<file path="config.mk">
export PLATFORM = sky130hd
export DESIGN_NAME = pipeline_hazard_ctrl
export DESIGN_NICKNAME = d
export VERILOG_FILES = /design/src/rtl/pipeline_hazard_ctrl.sv
export SDC_FILE = /design/constraint.sdc
export NUM_CORES = 1
export LEC_CHECK = 0
export BUFFER_PORTS_ARGS = -buffer_cell sky130_fd_sc_hd__buf_4
export CAP_MARGIN = 20
export CORE_ASPECT_RATIO = 1.2
export CORE_MARGIN = 3
export CORE_UTILIZATION = 30
export CTS_BUF_LIST = sky130_fd_sc_hd__clkbuf_8
export DETAILED_ROUTE_END_ITERATION = 16
export MAX_ROUTING_LAYER = met4
export SYNTH_ARGS = -nofsm -noshare
export SYNTH_HDL_FRONTEND = slang
export SYNTH_SLANG_ARGS = --single-unit
</file>
<file path="constraint.sdc">
create_clock -name clk -period 5.4 [get_ports clk]
set_input_delay 1.08 -clock clk [delete_from_list [all_inputs] [get_ports clk]]
set_output_delay 1.08 -clock clk [all_outputs]
set_load 0.01 [all_outputs]
</file>
<file path="src/rtl/pipeline_hazard_ctrl.sv">
// -----------------------------------------------------------------------------
// pipeline_hazard_ctrl
//
// Hazard and sequencing controller for a five-stage (IF/ID/EX/MEM/WB) pipeline.
// It selects operand forwarding sources for the ID-stage operand muxes. It
// inserts LOAD_LAT bubbles when an instruction in ID uses the result of a load
// that is still in EX. It flushes the wrong-path fetch on a taken branch. It
// also keeps saturating counters of bubbles and flushes.
//
// Parameters
//   LOAD_LAT  bubbles inserted per load-use hazard (1..7)
//   CNT_W     width of each performance counter
//
// Ports
//   clk, R                     clock, synchronous active-high reset
//   id_rn/id_rm/id_rd          operand register fields of the ID instruction
//   id_use_rn/rm/rd            ID instruction actually reads that field
//   ex_rd, ex_rf_enable        EX destination and write enable
//   ex_load_instr              EX instruction is a load
//   mem_rd, mem_rf_enable      MEM destination and write enable
//   wb_rd, wb_rf_enable        WB destination and write enable
//   branch_taken               taken branch resolved in ID this cycle
//   pc_le, if_id_le            PC and IF/ID load enables
//   if_id_clr                  clear IF/ID to NOP at the next edge
//   id_ex_nop                  insert an all-zero control word into ID/EX
//   fwd_a/b/d_sel              operand source: 00 RF, 01 EX, 10 MEM, 11 WB
//   stall_cnt, flush_cnt       saturating bubble / flush counters (registered)
//
// Control outputs are combinational from the current state and the inputs,
// so a load-use bubble appears in the same cycle as the hazard is detected.
// -----------------------------------------------------------------------------
module pipeline_hazard_ctrl #(
    parameter int LOAD_LAT = 1,
    parameter int CNT_W    = 16
) (
    input  logic             clk,
    input  logic             R,
    input  logic [3:0]       id_rn,
    input  logic [3:0]       id_rm,
    input  logic [3:0]       id_rd,
    input  logic             id_use_rn,
    input  logic             id_use_rm,
    input  logic             id_use_rd,
    input  logic [3:0]       ex_rd,
    input  logic             ex_rf_enable,
    input  logic             ex_load_instr,
    input  logic [3:0]       mem_rd,
    input  logic             mem_rf_enable,
    input  logic [3:0]       wb_rd,
    input  logic             wb_rf_enable,
    input  logic             branch_taken,
    output logic             pc_le,
    output logic             if_id_le,
    output logic             if_id_clr,
    output logic             id_ex_nop,
    output logic [1:0]       fwd_a_sel,
    output logic [1:0]       fwd_b_sel,
    output logic [1:0]       fwd_d_sel,
    output logic [CNT_W-1:0] stall_cnt,
    output logic [CNT_W-1:0] flush_cnt
);

    typedef enum logic [0:0] {
        ST_RUN   = 1'b0,
        ST_STALL = 1'b1
    } state_t;

    localparam logic [1:0] SEL_RF  = 2'b00;
    localparam logic [1:0] SEL_EX  = 2'b01;
    localparam logic [1:0] SEL_MEM = 2'b10;
    localparam logic [1:0] SEL_WB  = 2'b11;

    localparam logic [3:0] REG_PC   = 4'd15;
    // Bubbles still owed after the detecting cycle, which is itself a bubble.
    localparam logic [2:0] REM_INIT = 3'(LOAD_LAT - 1);

    state_t           r_state;
    logic [2:0]       r_rem;
    logic [CNT_W-1:0] r_stall_cnt;
    logic [CNT_W-1:0] r_flush_cnt;

    logic       w_ex_fwd_en;
    logic       w_lu;
    logic       w_stall;
    logic [1:0] w_fwd_a;
    logic [1:0] w_fwd_b;
    logic [1:0] w_fwd_d;

    // Source select for one operand. The youngest producer wins (EX > MEM > WB).
    // R15 is the PC and is never forwarded.
    function automatic logic [1:0] fwd_sel(
        input logic [3:0] field,
        input logic       use_f,
        input logic [3:0] ex_d,
        input logic       ex_en,
        input logic [3:0] mem_d,
        input logic       mem_en,
        input logic [3:0] wb_d,
        input logic       wb_en
    );
        logic [1:0] sel;
        sel = SEL_RF;
        if (!use_f || (field == REG_PC)) begin
            sel = SEL_RF;
        end else if (ex_en && (ex_d == field)) begin
            sel = SEL_EX;
        end else if (mem_en && (mem_d == field)) begin
            sel = SEL_MEM;
        end else if (wb_en && (wb_d == field)) begin
            sel = SEL_WB;
        end else begin
            sel = SEL_RF;
        end
        return sel;
    endfunction

    // A load's data is not available in EX, so EX cannot forward for a load.
    assign w_ex_fwd_en = ex_rf_enable & ~ex_load_instr;

    // Hazard detection and the per-operand forwarding selects.
    always_comb begin
        w_lu = ex_load_instr & ex_rf_enable & (ex_rd != REG_PC) &
               ((id_use_rn & (id_rn == ex_rd)) |
                (id_use_rm & (id_rm == ex_rd)) |
                (id_use_rd & (id_rd == ex_rd)));
        w_fwd_a = fwd_sel(id_rn, id_use_rn, ex_rd, w_ex_fwd_en,
                          mem_rd, mem_rf_enable, wb_rd, wb_rf_enable);
        w_fwd_b = fwd_sel(id_rm, id_use_rm, ex_rd, w_ex_fwd_en,
                          mem_rd, mem_rf_enable, wb_rd, wb_rf_enable);
        w_fwd_d = fwd_sel(id_rd, id_use_rd, ex_rd, w_ex_fwd_en,
                          mem_rd, mem_rf_enable, wb_rd, wb_rf_enable);
    end

    // Pipeline control outputs. An outstanding bubble sequence beats a new
    // hazard, and any stall beats a taken branch.
    always_comb begin
        w_stall   = 1'b0;
        pc_le     = 1'b1;
        if_id_le  = 1'b1;
        if_id_clr = 1'b0;
        id_ex_nop = 1'b0;
        fwd_a_sel = SEL_RF;
        fwd_b_sel = SEL_RF;
        fwd_d_sel = SEL_RF;
        if (R) begin
            pc_le     = 1'b0;
            if_id_le  = 1'b0;
            if_id_clr = 1'b1;
            id_ex_nop = 1'b1;
        end else begin
            fwd_a_sel = w_fwd_a;
            fwd_b_sel = w_fwd_b;
            fwd_d_sel = w_fwd_d;
            w_stall   = (r_state == ST_STALL) | w_lu;
            if (w_stall) begin
                pc_le     = 1'b0;
                if_id_le  = 1'b0;
                if_id_clr = 1'b0;
                id_ex_nop = 1'b1;
            end else if (branch_taken) begin
                if_id_clr = 1'b1;
            end else begin
                if_id_clr = 1'b0;
            end
        end
    end

    // Bubble sequencer: RUN detects the hazard, STALL counts the rest down.
    always_ff @(posedge clk) begin
        if (R) begin
            r_state <= ST_RUN;
            r_rem   <= 3'd0;
        end else begin
            case (r_state)
                ST_RUN: begin
                    if (w_lu && (LOAD_LAT > 1)) begin
                        r_state <= ST_STALL;
                        r_rem   <= REM_INIT;
                    end else begin
                        r_state <= ST_RUN;
                        r_rem   <= 3'd0;
                    end
                end
                ST_STALL: begin
                    if (r_rem <= 3'd1) begin
                        r_state <= ST_RUN;
                        r_rem   <= 3'd0;
                    end else begin
                        r_state <= ST_STALL;
                        r_rem   <= r_rem - 3'd1;
                    end
                end
                default: begin
                    r_state <= ST_RUN;
                    r_rem   <= 3'd0;
                end
            endcase
        end
    end

    // Saturating event counters; they hold at all-ones rather than wrap.
    always_ff @(posedge clk) begin
        if (R) begin
            r_stall_cnt <= {CNT_W{1'b0}};
            r_flush_cnt <= {CNT_W{1'b0}};
        end else begin
            if (id_ex_nop && (r_stall_cnt != {CNT_W{1'b1}})) begin
                r_stall_cnt <= r_stall_cnt + {{(CNT_W-1){1'b0}}, 1'b1};
            end else begin
                r_stall_cnt <= r_stall_cnt;
            end
            if (if_id_clr && (r_flush_cnt != {CNT_W{1'b1}})) begin
                r_flush_cnt <= r_flush_cnt + {{(CNT_W-1){1'b0}}, 1'b1};
            end else begin
                r_flush_cnt <= r_flush_cnt;
            end
        end
    end

    assign stall_cnt = r_stall_cnt;
    assign flush_cnt = r_flush_cnt;

endmodule
</file>
# --- After elaboration in Yosys (flattened, before gate mapping) ---
# Cells that the tools add are included.
word_totals:
  inputBits: 34
  ff_bits: 36
classes:
  muxes: 26
  n_lt_le_gt_ge: 1
  eq_ne: 18
  reduce_logical: 17
  addsub: 3
  n_bitwise: 12
ops:
  columns: ["operator", "n"]
  rows:
  - ["$eq A4 B4 Y1", 12]
  - ["$add A16 B1 Y16 const B", 2]
  - ["$ne A16 B16 Y1 const B", 2]
  - ["$mux W2", 15]
  - ["$eq A4 B4 Y1 const B", 3]
  - ["$logic_and A1 B1 Y1", 11]
  - ["$mux W1", 8]
  - ["$and A1 B1 Y1", 7]
  - ["$pmux W3 S2", 1]
  - ["$ne A4 B4 Y1 const B", 1]
  - ["$le A3 B1 Y1 const B", 1]
  - ["$logic_not A1 Y1", 3]
  - ["$logic_or A1 B1 Y1", 3]
  - ["$mux W3", 1]
  - ["$or A1 B1 Y1", 3]
  - ["$sub A3 B1 Y3 const B", 1]
  - ["$not A1 Y1", 2]
  - ["$pmux W1 S2", 1]

# --- Depth between registers and ports, before layout ---
logic_depth:
  depth_word: 9
  ltp_mapped: 10
  depth_no_buf: 7

# --- Worst setup path before layout ---
# No wires, ideal clock.
synth_path:
  path_type: "input port to output port"
  from: "in id_rm[3]"
  to: "out pc_le"
  path_slack_ns: 2.033
  cell_stages: 5
  arrival_time_ns: 2.287
  n_path_buf: 1
  cell_sequence: "xnor2_1 nand4_1 o21ai_1 nor3_1 buf_4"
synth_via:
  elab_chain_cells: 8
synth_rtl:
  columns: ["element", "line", "text"]
  rows:
  - ["from (decl)", "39", "input logic [3:0] id_rm,"]
  - ["$eq A4 B4 Y1", "124", "(id_use_rm & (id_rm == ex_rd)) |"]
  - ["$and A1 B1 Y1", "124", null]
  - ["$or A1 B1 Y1", "123", "((id_use_rn & (id_rn == ex_rd)) |"]
  - ["$or A1 B1 Y1", "124", null]
  - ["$and A1 B1 Y1", "122", "w_lu = ex_load_instr & ex_rf_enable & (ex_rd != REG_PC) &"]
  - ["$or A1 B1 Y1", "154", "w_stall = (r_state == ST_STALL) | w_lu;"]
  - ["$mux W1 (2 in a row)", null, null]
  - ["to (decl)", "52", "output logic pc_le,"]
# No other way between the ends.

# --- Final worst setup path ---
layout_path:
  from: "in id_rd[3]"
  to: "out id_ex_nop"
layout_via:
  elab_chain_cells: 7
layout_rtl:
  columns: ["element", "line", "text"]
  rows:
  - ["from (decl)", "40", "input logic [3:0] id_rd,"]
  - ["$eq A4 B4 Y1", "125", "(id_use_rd & (id_rd == ex_rd)));"]
  - ["$and A1 B1 Y1", "125", null]
  - ["$or A1 B1 Y1", "124", null]
  - ["$and A1 B1 Y1", "122", null]
  - ["$or A1 B1 Y1", "154", null]
  - ["$mux W1", "155", "if (w_stall) begin"]
  - ["$mux W1", "145", "if (R) begin"]
  - ["to (decl)", "55", "output logic id_ex_nop,"]
# No other way between the ends.

==> flow_results.org <==
** Global route
- The first global-routing pass estimated 10100 um of wire.
- Entering global routing, the biggest net connects 44 pins.
- Total global routing track utilization :: 0.145
- Overflow left after global routing :: 0
- Number of global-route vias before repair :: between 2000 and 2500
- Number of antenna violations at the first check in global routing :: 0

** STA
- Pins over their slew limit :: 0
- Remaining max-slew budget at the tightest pin :: 0.485
- Time the final worst path needs with I/O delays and setup :: ~3.6 ns
- Hold Vio Cnt, Final :: 0
- Setup violations remaining at the end of the flow were counted as 0.
- Summed over all failing endpoints, the final setup total negative slack is 0 ns.
- Clock skew on the completed layout was measured at roughly 0.0024 ns.
- Setup repair after global routing left no endpoint under its margin.
- Max Clock Freq :: 280 MHz
- Final period util :: 0.662
- Across all setup checks in the final design, the least slack found is 1.82 ns.
- For the pin with the worst max-slew slack, the measured transition is 0.773 ns.

** Synth
- Counting flops with an async set or reset pin after synthesis yields a share of 0.
- Simple logic cell fraction of the synthesized area :: 0.302
- Of the total synthesized cell area, the portion taken by XOR and XNOR cells is 0.150.
- Of the total synthesized cell area, the portion taken by full adders, half adders and majority gates is 0.0214.
- The cell count after synthesis came out at between 200 and 300.
- Measured against the total synthesized area, the mux share comes to 0.0278.
- The area fraction in compound gates after synthesis was 0.147.
- Syn_nets :: around 330
- Flops & latches, synth :: 36
- Cell area after technology mapping :: 2340 um^2
- Count of unique library cells instantiated by Yosys :: 46
- Number of warnings issued by yosys :: 0
- In this run, synthesis inferred 0 flip-flops with an integrated enable.
- For this run, the register share of the synthesized area comes to 0.308.
- Dominant synthesized flop cell :: dfxtp_1
- Largest family of logic cells by synthesized area :: simple AND/OR/NAND/NOR gates
- Average cell area after synthesis :: around 8 um^2

** Pwr
- P_int :: 0.000418 W
- Sum of internal, switching and leakage power :: 0.000573 W
- Switching fraction of total power :: 0.270
- Portion of total power attributed to the clock network :: 0.341
- Of the total power, combinational logic draws 0.179.
- Part of the total power dissipated in sequential elements :: 0.481
- The analysis attributes to cell leakage a power of around 1.2 nW.
- Switching pwr :: 0.000155 W
- Cell area power density :: 189 nW/um^2
- The worst-case IR drop observed on VDD is 0.120 mV.

** Hold path
- Along the worst hold path, the cell count comes to 1.
- Hold crit path type :: reg -> reg

** Place
- Final estimated routing congestion in global placement :: 0.924
- OpenSTA, run right after detailed placement, puts the worst setup slack at 1.82 ns.
- Placement Cell Area :: a little under 3000 um^2
- Port Buf Inserts :: 75
- HPWL after DPL :: 4930 um

** Drt
- In this run the top signal layer used is met4.
- After detailed routing, the number of remaining DRC violations is 0.
- Wire length on met3 :: approximately 300 um
- In this run, the number of DRC markers left after iteration 0 of detailed routing was 71.
- Wire segments on met2 add up to 3210 um in the final route.
- Detailed-routing iteration count for the pre-antenna-repair pass :: 4
- In the routed layout, each cell is associated on average with a via count of 5.19.
- Met1 Routed Length :: 2810 um
- The final route contains 2360 vias.
- Antenna Violating Nets Remaining :: 0
- Routed wire length :: 6400 um
- In the final routed layout, each cell accounts on average for 14.1 um.

** Clocking
- CTS placed an instance of clkbuf_8 at the clock tree root.
- Buffers inserted during clock tree synthesis total 5.
- Clk_lat worst skew :: ~0.28 ns
- Clock transition at the register clock pins on the worst setup and hold paths after CTS :: 0.07 ns
- Post-CTS repair changed the size of 0 cells.
- CTS H-Tree Depth :: 2
- In this run the post-CTS setup repair buffer count came out at 0.
- CTS tree :: done
- Hold buffer count at CTS :: 0
- Clock tree synthesis found a total of 36 sinks.
- Worst-case clock buffer depth :: 2

** Floorplan
- The die is 86.6 um wide.
- IO Count :: 76
- The initial utilization of the core area, before any placement, comes to 0.316.
- Die extent in y :: 103 um
- Core region area :: 7400 um^2
- Total die area :: 8890 um^2
- Std-Cell Rows :: 34

** Worst setup path
- The largest individual stage delay along the critical path comes from the cell nor3_1.
- The startpoint identified for the worst register-to-register timing path is stall_cnt[0].
- The most critical setup path has its endpoint at id_ex_nop.
- Setup slack on the worst reg-to-reg path comes out at 3.03 ns.
- Category of the worst setup path capture point :: primary output
- The most numerous cell type found on the critical path is buf_4.
- Required time worst endpoint :: 4.32 ns
- For this run, the slowest stage of the critical path takes 0.55 ns.
- The signal on the critical path passes through buf_4 -> xnor2_1 -> nand4_1 -> o22ai_1 -> nor3_1 -> inv_2 -> buf_4.
- The critical path is of the in -> out type.
- Terminus of the critical flop-to-flop path :: stall_cnt[9]
- Critical path origin :: id_rd[3]
- WP data arrival :: around 2.5 ns
- In this design, the largest share of critical-path delay is due to simple AND/OR/NAND/NOR gates.
- STA classifies the critical path startpoint as an input port.
- Cells on worst reg2reg path :: 7
- In this run the worst path has a maximum fanout of 7.
- Counting buffers and inverters, the worst setup path is 7 cells deep.
- The critical path contains buffers and inverters numbering 3 combined.

** Run
- Max_cap viols :: 0

** Final layout
- In the final design database the tool counted 402 nets.
- The repair_antennas step left the layout with diodes totalling 0.
- Share of the core filled with cells :: 0.409
- Filler Cells Inserted :: 786
- Proportion of layout cells with a drive suffix above 1 :: 0.244
- Synthesis-to-finish area growth :: 29.6%
- Final cell area excluding filler cells :: approximately 3000 um^2

** Status
- Result of the run :: completed
[metal layers]
metal | vias to the layer above | GRT usage
met1 | 1099 | 0.173
met5 | - | -
li1 | 1199 | -
met2 | 54 | 0.243
met4 | 0 | 0.0504
met3 | 8 | 0.0296
[flip-flops by register name, summed over array words and instances, names as in the netlist]
name and cells:
flush_cnt 16, r_rem 3, r_state 1, stall_cnt 16
[power groups by stage]
stage	clock, W	combinational [W]	sequential, W
final	0.000195	0.000102	0.000275
after global routing	0.000214	0.000112	0.000276
after CTS	0.000201	0.000103	0.000275
after detailed placement	0	0.000102	0.000282
after global placement	0	0.000102	0.000282
after floorplan	0	0.0000536	0.000282
[layout make-up]
type                    count  area, um^2  area share
multi-input cells         238        1510       0.500
flip-flops and latches     36         721       0.238
repair buffers             75         563       0.186
well taps                  90         113      0.0372
clock buffers               6        82.6      0.0273
inverters                   8        30.0     0.00991
clock inverters             2        7.51     0.00248
[metrics by stage]
step,cells,hold slack [ns]
after floorplan,291,0.417
after global placement,447,0.432
after detailed placement,447,0.444
after CTS,455,0.457
after global routing,455,0.520
final,455,0.460
[cells in the final DEF (no fill, tap or decap), types with 2 or more instances in the layout]
cell type,synthesis,routed
dfxtp_1,36,36
nand4_1,18,18
nor2b_1,7,7
inv_1,7,9
nand3_1,18,18
a21oi_1,25,25
o31ai_1,4,4
nand2_1,13,13
nor4_1,5,5
nor3_1,12,12
ha_1,4,4
buf_4,1,75
xor2_1,21,21
or2_1,2,2
mux2_1,2,2
clkbuf_8,0,6
mux2i_1,2,2
o21ai_1,9,9
nor2_1,28,28
or4_1,3,3
nand3b_1,3,3
o21ai_0,8,8
o211a_1,2,2
or3_1,16,16
xnor2_1,19,19
mux2_2,2,2
[Yosys cell counts (all sizes together), types with 8 or more instances]
| library cell | n | share of area |
|---|---|---|
| xor2 | 21 | 0.079 |
| nor2 | 28 | 0.045 |
| a21oi | 25 | 0.054 |
| or3 | 16 | 0.043 |
| xnor2 | 19 | 0.071 |
| inv | 8 | 0.013 |
| dfxtp | 36 | 0.31 |
| nand4 | 18 | 0.048 |
| o21ai | 17 | 0.036 |
| nand2 | 13 | 0.021 |
| nor3 | 12 | 0.026 |
| nand3 | 19 | 0.043 |
[cell families (layout without fill, tap and decap cells)]
| family | after synthesis | count (layout) |
|---|---|---|
| buffers and inverters | 17 | 91 |
| multiplexers | 6 | 6 |
| AO/OA/AOI/OAI | 56 | 56 |
| XOR/XNOR | 40 | 40 |
| flip-flops | 36 | 36 |
| adder cells (fa/ha/maj) | 4 | 4 |
| AND/OR/NAND/NOR | 132 | 132 |
[worst min path at each step]
| stage | startpoint | endpoint | slack (ns) |
|---|---|---|---|
| after global placement | r_rem[0] | r_rem[0] | 0.43 |
| after floorplan | r_rem[0] | r_rem[0] | 0.42 |
| after detailed placement | r_rem[0] | r_rem[0] | 0.44 |
| after global routing | r_rem[0] | r_rem[0] | 0.52 |
| final | r_rem[0] | r_rem[0] | 0.46 |
| after CTS | r_rem[0] | r_rem[0] | 0.46 |
(Power assumes the default switching activity.)
